===== src/rtl/hazard_stall_ctrl.sv =====
// Pipeline hazard/stall controller: load-use bubbles, branch flushes, data-memory freeze FSM.
// Optional perf counters are built only when HAZARD_PERF_EN is defined.
module hazard_stall_ctrl #(
   parameter int unsigned MEM_TIMEOUT = 64,
   parameter int unsigned CNT_W       = 16
) (
   input  logic             clk_i,
   input  logic             rst_i,
   input  logic             idex_memread_i,
   input  logic [4:0]       idex_rtaddr_i,
   input  logic [4:0]       ifid_rsaddr_i,
   input  logic [4:0]       ifid_rtaddr_i,
   input  logic             branch_taken_i,
   input  logic             dmem_req_i,
   input  logic             dmem_ack_i,
   output logic             pc_write_o,
   output logic             ifid_stall_o,
   output logic             ifid_flush_o,
   output logic             idex_stall_o,
   output logic             idex_bubble_o,
   output logic             exmem_stall_o,
   output logic             memwb_bubble_o,
   output logic             mem_timeout_o,
   output logic [CNT_W-1:0] stall_cnt_o,
   output logic [CNT_W-1:0] flush_cnt_o
);

   typedef enum logic [0:0] {StRun, StMemWait} state_e;

   state_e     r_state, w_state_nxt;
   logic [7:0] r_wait_cnt, w_wait_cnt_nxt;
   logic       r_timeout;
   logic       w_load_use, w_mem_hold;

   always_ff @(posedge clk_i or posedge rst_i) begin
      if (rst_i) begin
         r_state    <= StRun;
         r_wait_cnt <= 8'd0;
         r_timeout  <= 1'b0;
      end else begin
         r_state    <= w_state_nxt;
         r_wait_cnt <= w_wait_cnt_nxt;
         // Sticky: the FSM keeps waiting, the flag only reports the overrun
         if (r_state == StMemWait && r_wait_cnt == 8'(MEM_TIMEOUT)) begin
            r_timeout <= 1'b1;
         end
      end
   end

   always_comb begin
      w_state_nxt    = r_state;
      w_wait_cnt_nxt = r_wait_cnt;
      unique case (r_state)
         StRun: begin
            if (dmem_req_i && !dmem_ack_i) begin
               w_state_nxt    = StMemWait;
               w_wait_cnt_nxt = 8'd1;
            end
         end
         StMemWait: begin
            if (dmem_ack_i) begin
               w_state_nxt    = StRun;
               w_wait_cnt_nxt = 8'd0;
            end else if (r_wait_cnt != 8'hFF) begin
               w_wait_cnt_nxt = r_wait_cnt + 8'd1;
            end
         end
         default: begin
            w_state_nxt    = StRun;
            w_wait_cnt_nxt = 8'd0;
         end
      endcase
   end

   assign w_load_use = idex_memread_i && (idex_rtaddr_i != 5'd0) &&
                       ((idex_rtaddr_i == ifid_rsaddr_i) || (idex_rtaddr_i == ifid_rtaddr_i));
   assign w_mem_hold = (r_state == StMemWait && !dmem_ack_i) ||
                       (r_state == StRun && dmem_req_i && !dmem_ack_i);

   always_comb begin
      pc_write_o     = 1'b1;
      ifid_stall_o   = 1'b0;
      ifid_flush_o   = 1'b0;
      idex_stall_o   = 1'b0;
      idex_bubble_o  = 1'b0;
      exmem_stall_o  = 1'b0;
      memwb_bubble_o = 1'b0;
      if (!rst_i) begin
         if (w_mem_hold) begin
            pc_write_o     = 1'b0;
            ifid_stall_o   = 1'b1;
            idex_stall_o   = 1'b1;
            exmem_stall_o  = 1'b1;
            memwb_bubble_o = 1'b1;
         end else if (w_load_use) begin
            pc_write_o    = 1'b0;
            ifid_stall_o  = 1'b1;
            idex_bubble_o = 1'b1;
         end else if (branch_taken_i) begin
            ifid_flush_o = 1'b1;
         end
      end
   end

   assign mem_timeout_o = r_timeout;

`ifdef HAZARD_PERF_EN
   logic [CNT_W-1:0] r_stall_cnt, r_flush_cnt;

   always_ff @(posedge clk_i or posedge rst_i) begin
      if (rst_i) begin
         r_stall_cnt <= '0;
         r_flush_cnt <= '0;
      end else begin
         if (!pc_write_o && r_stall_cnt != {CNT_W{1'b1}}) begin
            r_stall_cnt <= r_stall_cnt + {{(CNT_W-1){1'b0}}, 1'b1};
         end
         if (ifid_flush_o && r_flush_cnt != {CNT_W{1'b1}}) begin
            r_flush_cnt <= r_flush_cnt + {{(CNT_W-1){1'b0}}, 1'b1};
         end
      end
   end

   assign stall_cnt_o = r_stall_cnt;
   assign flush_cnt_o = r_flush_cnt;
`else
   assign stall_cnt_o = '0;
   assign flush_cnt_o = '0;
`endif

endmodule


===== config.mk =====
export PLATFORM = sky130hd
export DESIGN_NAME = hazard_stall_ctrl
export DESIGN_NICKNAME = d
export VERILOG_FILES = /design/src/rtl/hazard_stall_ctrl.sv
export SDC_FILE = /design/constraint.sdc
export NUM_CORES = 1
export LEC_CHECK = 0
export ABC_AREA = 1
export CAP_MARGIN = 20
export CORE_MARGIN = 10
export CORE_UTILIZATION = 39
export DETAILED_ROUTE_END_ITERATION = 12
export PLACE_DENSITY = 0.81
export SLEW_MARGIN = 20
export SYNTH_ARGS = -nofsm -noshare
export SYNTH_HDL_FRONTEND = slang
export SYNTH_SLANG_ARGS = --single-unit

===== constraint.sdc =====
create_clock -name clk_i -period 1.7 [get_ports clk_i]
set_input_delay 0.34 -clock clk_i [delete_from_list [all_inputs] [get_ports clk_i]]
set_output_delay 0.34 -clock clk_i [all_outputs]
set_load 0.01 [all_outputs]

==> summary.md, run 1 <==
| Metric | Value |
|---|---|
| Status | `completed` |
| Share of layout cells above drive strength 1 | `roughly a fifth` |
| Beginning of the critical path | `r_state` |
| Hold Vio Cnt, Final | `0` |
| Hold WS | `422 ps` |
| Slowest stage delay, CP | `390 ps` |
| Area delta synth->final | `21.7%` |
| Critical-path cell list | `o21ai_2, buf_4, nand3_1, a21oi_2, buf_2` |
| Min cycle time layout | `1630 ps` |
| Die Y | `about 73 µm` |
| Synth area leader | `buf_4` |
| Setup slack, reg-to-reg | `280 ps` |
| First-pass GRT wire length | `4400 µm` |
| Antenna diodes | `0` |
| Port-buffer cells | `28` |
| Fmax achieved | `just over 600 MHz` |
| Die Width | `72.9 µm` |
| Clk_lat worst skew | `around 270 ps` |
| ANT nets after route | `0` |
| Rows | `19` |
| VDD IR max | `between 0.0003 and 0.0004 V` |
| Core ar. | `~2700 µm²` |
| Initial antenna violation count | `0` |
| CP startpoint kind | `flip-flop` |
| Hold WC Path Type | `in2reg` |
| Maxcap violations | `0` |
| Vias in the first global route | `1050` |
| Gp weighted congestion | `between 0.8 and 0.9` |
| Commonest non-fill, non-tap cell in the layout | `nand2_1` |
| CP required | `approximately 1400 ps` |
| Worst-path clk slew | `60 ps` |
| Clock sink count | `10` |
| Post-synthesis sequential area ratio | `23.0%` |
| Cells after synthesis | `169` |
| Yosys warns | `0` |
| Placement Setup Slack | `-695 ps` |
| CP Capture Point | `ifid_flush_o` |
| Clock Path Buffers | `2` |
| Vias per cell | `4.27` |
| Final slew viol count | `0` |
| Yosys cell types | `21` |
| P per Cell Area | `477 nW/µm²` |
| CTS Buf Count | `3` |
| Setup tns final | `0 ps` |
| Worst-path fanout max | `3` |
| Final setup viols | `0` |
| Synthesized area per cell | `between 6 and 7 µm²` |
| CTS Root Cell | `clkbuf_4` |
| Count of state elements after synthesis | `10` |
| Hold path start | `dmem_ack_i` |
| Fin cells | `238` |
| Largest net degree at the start of global routing | `11` |
| Gr usage total | `between 10% and 20%` |
| Crit path depth | `5` |
| R2R depth | `7` |
| Pleak | `approximately 0.77 nW` |
| Top post-synthesis cells by area | `buf_4 23%, dfrtp_1 23%, nand2_1 14%` |
| WS Path Type | `reg2out` |
| DP HPWL | `2230 µm` |
| Post-detailed-route DRC marker count | `0` |
| TritonCTS clock tree | `built` |
| H-tree depth | `1` |
| Reg2reg end | `r_wait_cnt[4]` |
| Final #Nets | `~230` |
| DRT Pass-1 Iters | `4` |
| Wire per inst | `approximately 11 µm` |
| Initial core utilization | `between 40% and 50%` |
| Tcrit/Tclk final | `95.9%` |
| Post-synth top area share | `roughly a quarter` |
| Endpoint type of the worst setup path | `output pin` |
| Ports | `61` |
| Initial DRC Count | `44` |
| Die area | `5310 µm²` |
| Inst Count DP | `approximately 230` |
| Final Skew | `7.14 ps` |
| RSZ-0062 raised after global routing | `yes` |
| Mapped Area | `1090 µm²` |
| Reg2reg start | `r_wait_cnt[0]` |
| GR Overflow Total | `0` |
| Critical path data arrival time | `1290 ps` |
| Via Count | `1016` |
| Setup ws final | `70.1 ps` |
| Final wirelength | `between 2000 and 3000 µm` |
| CP max stage cell | `dfrtp_1` |
| CTS Hold Bufs | `0` |
| CP delay by family, top | `flip-flops` |
| Commonest cells after routing, fill and taps aside | `40 x nand2_1, 32 x conb_1, 27 x inv_1` |
| Worst path bufs/invs | `2` |
-- layout make-up --
cell class              instances  area (µm²)
clock buffers                   3        22.5
repair buffers                 38         299
inverters                      29         111
well taps                      31        38.8
flip-flops and latches         10         250
multi-input cells             127         604
fillers                       318        1380
-- state kept, by name, indices dropped and copies added, names as in the netlist --
name	flops
r_wait_cnt	8
r_state	1
mem_timeout_o	1
-- report_power, final --
group / total, mW / internal [mW] / switching [mW]
combinational: 0.218 / 0.0877 / 0.130
sequential: 0.254 / 0.246 / 0.00785
clock: 0.160 / 0.0817 / 0.0788
total: 0.632 / 0.416 / 0.216
-- repair_timing --
| item | CTS | global route |
|---|---|---|
| pin swaps | 11 | 11 |
| endpoints found under the setup margin | 7 | 4 |
| gates resized for setup | 48 | 21 |
| buffers inserted | 2 | 0 |
-- cell usage after synthesis --
cell type / number
a31oi_1: 1
o21ai_0: 7
o31ai_1: 1
nand3_2: 2
dfrtp_1: 10
conb_1: 1
buf_4: 34
nor2_2: 1
nand3_1: 8
nor2_4: 1
inv_1: 28
nand2_4: 1
a21oi_1: 5
ha_1: 2
nand4_1: 5
o21bai_1: 1
inv_4: 1
xnor2_1: 3
nor2_1: 15
nand2_1: 41
and2_1: 1
-- worst register-to-register path: cells and delay by family (launching register included) --
family | cells | cell delay, ps
compound gates | 1 | 80
simple gates | 5 | 640
flops | 1 | 380
fa+ha+maj | 1 | 210
-- layer usage --
layer | vias up | wire length [µm] | GRT usage (%)
li1 | 531 | - | -
met1 | 446 | 1070 | 10.7
met2 | 35 | 1330 | 17.5
met3 | 4 | 194 | 2.99
met4 | 0 | 39 | 4.64
met5 | - | 0 | 0
-- stage by stage --
step           util, %  power, mW  cell area [µm²]
2_1_floorplan        -      0.435             1210
3_3_place_gp      49.5      0.484             1340
3_5_place_dp      49.5      0.487             1340
4_1_cts           50.0      0.634             1360
5_1_grt           48.9      0.682             1330
6_report          48.9      0.632             1330
-- worst min path at each step --
stage | end | slack [ps] | cells past startpoint
global placement | mem_timeout_o | 460 | 1
CTS | r_wait_cnt[2] | 410 | 2
global route | r_wait_cnt[2] | 420 | 2
finish | r_wait_cnt[2] | 420 | 2
detailed placement | mem_timeout_o | 460 | 1
floorplan | mem_timeout_o | 210 | 1
-- kinds of logic after synthesis --
group | after synthesis | synth area share [%]
AOI/OAI and AO/OA | 15 | 7.46
DFF | 10 | 23.0
adders and majority gates | 2 | 2.30
and+or+nand+nor | 75 | 30.9
other | 1 | 0.344
xor gates and xnor gates | 3 | 2.41
buffers and inverters | 63 | 33.6
No activity file was read; power rests on OpenSTA's default activity.
==> run 2, diff against run 1 <==
--- a/config.mk
+++ b/config.mk
@@ -10,7 +10,9 @@
 export CORE_MARGIN = 10
 export CORE_UTILIZATION = 39
 export DETAILED_ROUTE_END_ITERATION = 12
+export GPL_TIMING_DRIVEN = 0
 export PLACE_DENSITY = 0.81
+export REMOVE_ABC_BUFFERS = 1
 export SLEW_MARGIN = 20
 export SYNTH_ARGS = -nofsm -noshare
 export SYNTH_HDL_FRONTEND = slang
==> summary.md, run 2 (synthesis gave the netlist of run 1 again) <==
| Metric | Value |
|---|---|
| Die area | `5310 µm² (unchanged)` |
| Core ar. | `2710 µm² (unchanged)` |
| Endpoint type of the worst setup path | `output pin (unchanged)` |
| Placement Cell Area | `1270 µm² (was 1340 µm²)` |
| Reg2reg start | `r_wait_cnt[0] (unchanged)` |
| Gp weighted congestion | `0.906 (was 0.863)` |
| Setup tns final | `0 ps (unchanged)` |
| CTS Root Cell | `clkbuf_4 (unchanged)` |
| Share of power burned in registers | `37.9% (was 40.2%)` |
| R2R depth | `7 (unchanged)` |
| Commonest non-fill, non-tap cell in the layout | `nand2_1 (unchanged)` |
| CTS Hold Bufs | `0 (unchanged)` |
| Clock sink count | `10 (unchanged)` |
| Port-buffer cells | `28 (unchanged)` |
| Sw frac | `33.6% (was 34.2%)` |
| GR Overflow Total | `0 (unchanged)` |
| Final #Nets | `225 (was 232)` |
| Clock share of power | `32.5% (was 25.4%)` |
| Vias per cell | `4.23 (was 4.27)` |
| Pleak | `0.749 nW (was 0.770 nW)` |
| Die Y | `72.9 µm (unchanged)` |
| Ports | `61 (unchanged)` |
| Maxcap violations | `0 (unchanged)` |
| Antenna diodes | `0 (unchanged)` |
| Reg2reg end | `r_wait_cnt[4] (unchanged)` |
| DRT Pass-1 Iters | `4 (unchanged)` |
| Hold WC Path Type | `in2async (was in2reg)` |
| Clock Path Buffers | `2 (unchanged)` |
| Die Width | `72.9 µm (unchanged)` |
| H-tree depth | `1 (unchanged)` |
| Slowest stage delay, CP | `450 ps (was 390 ps)` |
| Initial core utilization | `40.2% (unchanged)` |
| Wire per inst | `11.4 µm (was 11.1 µm)` |
| Setup ws final | `93.8 ps (was 70.1 ps)` |
| Via Count | `982 (was 1016)` |
| Register bank with the most flops | `r_wait_cnt (unchanged)` |
| Final slew viol count | `0 (unchanged)` |
| Initial antenna violation count | `0 (unchanged)` |
| Worst path bufs/invs | `3 (was 2)` |
| VDD IR max | `0.000234 V (was 0.000306 V)` |
| Fin area | `1280 µm² (was 1330 µm²)` |
| P per Cell Area | `529 nW/µm² (was 477 nW/µm²)` |
| Rows | `19 (unchanged)` |
| CP startpoint kind | `input port (was flip-flop)` |
| Fmax achieved | `623 MHz (was 614 MHz)` |
| ANT nets after route | `0 (unchanged)` |
| Sw power | `0.227 mW (was 0.216 mW)` |
| Final Skew | `1.18 ps (was 7.14 ps)` |
| CP delay by family, top | `buffers and inverters (was flip-flops)` |
| Min cycle time layout | `1610 ps (was 1630 ps)` |
| Final wirelength | `2640 µm (was 2630 µm)` |
| Status | `completed (unchanged)` |
| Pint | `0.450 mW (was 0.416 mW)` |
| Worst-path clk slew | `70 ps (was 60 ps)` |
| Largest net degree at the start of global routing | `11 (unchanged)` |
| Share of layout cells above drive strength 1 | `20.4% (was 19.3%)` |
| Critical-path cell list | `clkdlybuf4s50_1, o21ai_1, inv_1, nand3_2, nor2_1, buf_2 (was o21ai_2, buf_4, nand3_1, a21oi_2, buf_2)` |
| Max reg flops | `8 (unchanged)` |
| Critical path data arrival time | `1270 ps (was 1290 ps)` |
| Clk_lat worst skew | `270 ps (about the same)` |
| First-pass GRT wire length | `4220 µm (was 4400 µm)` |
| WS Path Type | `in2out (was reg2out)` |
| Tcrit/Tclk final | `94.5% (was 95.9%)` |
| Area delta synth->final | `17.5% (was 21.7%)` |
| CP max stage cell | `clkdlybuf4s50_1 (was dfrtp_1)` |
| Setup slack, reg-to-reg | `230 ps (was 280 ps)` |
| Gr usage total | `9.60% (was 10.0%)` |
| DP HPWL | `2210 µm (was 2230 µm)` |
| Placement Setup Slack | `-748 ps (was -695 ps)` |
| CTS Buf Count | `3 (unchanged)` |
| CP required | `1360 ps (about the same)` |
| Post-detailed-route DRC marker count | `0 (unchanged)` |
| Comb pwr share | `29.6% (was 34.4%)` |
| Commonest cells after routing, fill and taps aside | `40 x nand2_1, 32 x conb_1, 23 x inv_1 (was 40 x nand2_1, 32 x conb_1, 27 x inv_1)` |
| Initial DRC Count | `49 (was 44)` |
| Vias in the first global route | `989 (was 1050)` |
| Hold Vio Cnt, Final | `0 (unchanged)` |
| Final setup viols | `0 (unchanged)` |
| TritonCTS clock tree | `built (unchanged)` |
| Worst-path fanout max | `3 (unchanged)` |
[run 2: cell count changes in the layout (fill, tap and decap cells not counted), moves of 3 or more]
cell	change
buf_4	-5
inv_1	-4
dlygate4sd2_1	-3
inv_2	+3
[run 2: worst reg2reg max path, stage by stage (launching register included)]
cell and delay, ps:
dfrtp_1 390, ha_1 220, nand3_2 110, nor2_4 140, nand3_2 130, nand2_4 150, o21ai_0 90, and2_1 140
[run 2: metal layers]
metal	GRT usage (%)	share of wire, %	vias up
li1	-	-	518
met1	10.1	41	408
met2	17.2	51	48
met3	2.04	6.3	8
met4	5.27	2.3	0
met5	0	0	-
[run 2: power groups by stage]
stage	clock network [mW]	logic, mW	registers (mW)
final	0.220	0.201	0.257
after global routing	0.233	0.227	0.258
after CTS	0.223	0.197	0.256
after detailed placement	0	0.206	0.260
after global placement	0	0.203	0.260
after floorplan	0	0.120	0.257
[run 2: how the worst max path moves through the flow]
stage / start / endpoint / slack [ps] / cells after the start
4_1_cts: dmem_req_i / idex_stall_o / 2 / 4
5_1_grt: r_state / ifid_flush_o / -4 / 4
6_report: idex_memread_i / idex_bubble_o / 90 / 6
3_5_place_dp: idex_rtaddr_i[0] / idex_bubble_o / -750 / 10
2_1_floorplan: dmem_ack_i / ifid_stall_o / 110 / 5
3_3_place_gp: idex_rtaddr_i[0] / idex_bubble_o / -740 / 10
[run 2: stage by stage]
step | utilization [%] | hold WS [ps] | cells | total power, mW
2_1_floorplan | - | 205 | 166 | 0.377
3_3_place_gp | 46.9 | 463 | 225 | 0.463
3_5_place_dp | 46.9 | 462 | 225 | 0.465
4_1_cts | 48.0 | 429 | 232 | 0.676
5_1_grt | 47.2 | 321 | 232 | 0.718
6_report | 47.2 | 289 | 232 | 0.677
[run 2: repair_timing]
item                                    4_1_cts  5_1_grt
setup buffers                                 3        0
endpoints found under the setup margin        7        5
pin swaps                                    11       16
resized for setup                            54       31
[run 2: layout make-up]
| type | count | area [µm²] |
|---|---|---|
| Multi-Input combinational cell | 127 | 616 |
| Inverter | 29 | 115 |
| Tap cell | 31 | 38.8 |
| Timing Repair Buffer | 31 | 223 |
| Fill cell | 296 | 1430 |
| Clock buffer | 4 | 36.3 |
| Sequential cell | 10 | 251 |
==> run 3, diff against run 2 <==
--- a/config.mk
+++ b/config.mk
@@ -6,9 +6,10 @@
 export NUM_CORES = 1
 export LEC_CHECK = 0
 export ABC_AREA = 1
-export CAP_MARGIN = 20
+export CORE_ASPECT_RATIO = 2
 export CORE_MARGIN = 10
 export CORE_UTILIZATION = 39
+export CTS_BUF_LIST = sky130_fd_sc_hd__clkbuf_16
 export DETAILED_ROUTE_END_ITERATION = 12
 export GPL_TIMING_DRIVEN = 0
 export PLACE_DENSITY = 0.81
==> summary.md, run 3 (synthesis gave the netlist of run 1 again) <==
| Metric | Value |
|---|---|
| Tcrit/Tclk final | `95.9% (was 94.5%)` |
| Worst-path clk slew | `40 ps (was 70 ps)` |
| Hold WC Path Type | `in2async (unchanged)` |
| Die area | `5440 µm² (was 5310 µm²)` |
| DP HPWL | `2460 µm (was 2210 µm)` |
| H-tree depth | `1 (unchanged)` |
| Hold Vio Cnt, Final | `0 (unchanged)` |
| GR Overflow Total | `0 (unchanged)` |
| Min cycle time layout | `1630 ps (was 1610 ps)` |
| Commonest non-fill, non-tap cell in the layout | `nand2_1 (unchanged)` |
| Port-buffer cells | `28 (unchanged)` |
| VDD IR max | `0.000552 V (was 0.000234 V)` |
| Status | `completed (unchanged)` |
| Critical path data arrival time | `1290 ps (was 1270 ps)` |
| Antenna diodes | `0 (unchanged)` |
| Initial core utilization | `39.8% (was 40.2%)` |
| Register bank with the most flops | `r_wait_cnt (unchanged)` |
| Vias per cell | `4.45 (was 4.23)` |
| CP startpoint kind | `flip-flop (was input port)` |
| Die Y | `94.8 µm (was 72.9 µm)` |
| TritonCTS clock tree | `built (unchanged)` |
| Share of layout cells above drive strength 1 | `20.3% (was 20.4%)` |
| Via Count | `1028 (was 982)` |
| RSZ-0062 raised after global routing | `yes` |
| Slowest stage delay, CP | `460 ps (was 450 ps)` |
| Fin area | `1380 µm² (was 1280 µm²)` |
| Commonest cells after routing, fill and taps aside | `39 x nand2_1, 32 x conb_1, 25 x inv_1 (was 40 x nand2_1, 32 x conb_1, 23 x inv_1)` |
| Rows | `27 (was 19)` |
| Pleak | `0.794 nW (was 0.749 nW)` |
| Endpoint type of the worst setup path | `output pin (unchanged)` |
| Final #Nets | `227 (was 225)` |
| CTS Hold Bufs | `0 (unchanged)` |
| Final wirelength | `2930 µm (was 2640 µm)` |
| Wire per inst | `12.7 µm (was 11.4 µm)` |
| Setup tns final | `0 ps (unchanged)` |
| Maxcap violations | `0 (unchanged)` |
| DRT Pass-1 Iters | `4 (unchanged)` |
| Placement Setup Slack | `-817 ps (was -748 ps)` |
| Worst-path fanout max | `5 (was 3)` |
| WS Path Type | `reg2out (was in2out)` |
| Initial antenna violation count | `0 (unchanged)` |
| CTS Root Cell | `clkbuf_16 (was clkbuf_4)` |
| Setup ws final | `69.1 ps (was 93.8 ps)` |
| Clock sink count | `10 (unchanged)` |
| Core ar. | `2740 µm² (was 2710 µm²)` |
| CP max stage cell | `dfrtp_1 (was clkdlybuf4s50_1)` |
| First-pass GRT wire length | `4430 µm (was 4220 µm)` |
| CTS Buf Count | `3 (unchanged)` |
| Die Width | `57.4 µm (was 72.9 µm)` |
| Fmax achieved | `613 MHz (was 623 MHz)` |
| Clock Path Buffers | `2 (unchanged)` |
| Clk_lat worst skew | `240 ps (was 270 ps)` |
| ANT nets after route | `0 (unchanged)` |
| Placement Cell Area | `1270 µm² (about the same)` |
| Initial DRC Count | `10 (was 49)` |
| Ports | `61 (unchanged)` |
| Vias in the first global route | `1040 (was 989)` |
| Final slew viol count | `0 (unchanged)` |
| Final Skew | `2.26 ps (was 1.18 ps)` |
| Post-detailed-route DRC marker count | `0 (unchanged)` |
| Gp weighted congestion | `0.748 (was 0.906)` |
| CP required | `1360 ps (about the same)` |
| Area delta synth->final | `27.0% (was 17.5%)` |
| Final setup viols | `0 (unchanged)` |
| Max reg flops | `8 (unchanged)` |
| Critical-path cell list | `o21ai_4, nand3_2, a21oi_1, buf_2 (was clkdlybuf4s50_1, o21ai_1, inv_1, nand3_2, nor2_1, buf_2)` |
| Hold WS | `254 ps (was 289 ps)` |
| Gr usage total | `10.3% (was 9.60%)` |
| P per Cell Area | `649 nW/µm² (was 529 nW/µm²)` |
| Largest net degree at the start of global routing | `11 (unchanged)` |
[run 3: report_power, final]
part	total (mW)	internal, mW	switching, mW
Combinational	0.222	0.0862	0.136
Clock	0.417	0.305	0.112
Sequential	0.258	0.248	0.0106
[run 3: final cells by class]
type | count | area (µm²)
Clock buffer | 3 | 75.1
Fill cell | 262 | 1350
Inverter | 29 | 115
Multi-Input combinational cell | 127 | 628
Sequential cell | 10 | 250
Tap cell | 29 | 36.3
Timing Repair Buffer | 33 | 279
[run 3: worst paths after layout]
| path | cells past startpoint | start | to | slack (ps) |
|---|---|---|---|---|
| max in group asynchronous | 3 | rst_i | r_wait_cnt[7] | 1310 |
| worst max-delay path | 4 | r_state | ifid_flush_o | 70 |
| min in group clk_i | 2 | dmem_ack_i | r_wait_cnt[2] | 350 |
| worst max register to register | 7 | r_wait_cnt[1] | r_wait_cnt[4] | 240 |
| worst min register to register | 1 | mem_timeout_o | mem_timeout_o | 470 |
| worst min-delay path | 3 | rst_i | r_wait_cnt[4] | 250 |
[run 3: per-stage QoR]
stage | util, % | power (mW) | cells
finish | 50.6 | 0.898 | 231
global placement | 46.3 | 0.467 | 223
CTS | 50.1 | 0.885 | 229
floorplan | - | 0.377 | 166
global route | 50.6 | 0.935 | 231
detailed placement | 46.3 | 0.471 | 223
[run 3: timing repair]
action | 4_1_cts | 5_1_grt
resized for setup | 58 | 23
setup buffers | 3 | 2
setup endpoints to repair | 7 | 9
pin swaps | 11 | 13
[run 3: per-layer routing]
layer / GRT usage, % / vias up / wire (µm)
met3: 4.70 / 5 / 279
li1: - / 517 / -
met5: 0 / - / 0
met2: 21.6 / 51 / 1750
met4: 4.72 / 0 / 47
met1: 6.74 / 455 / 858
[run 3: worst max-delay path, delay by kind of cell (launching register included)]
kind / cells / cell delay (ps)
buffers and inverters: 1 / 150
AOI/OAI and AO/OA: 2 / 360
DFF: 1 / 460
and+or+nand+nor: 1 / 80
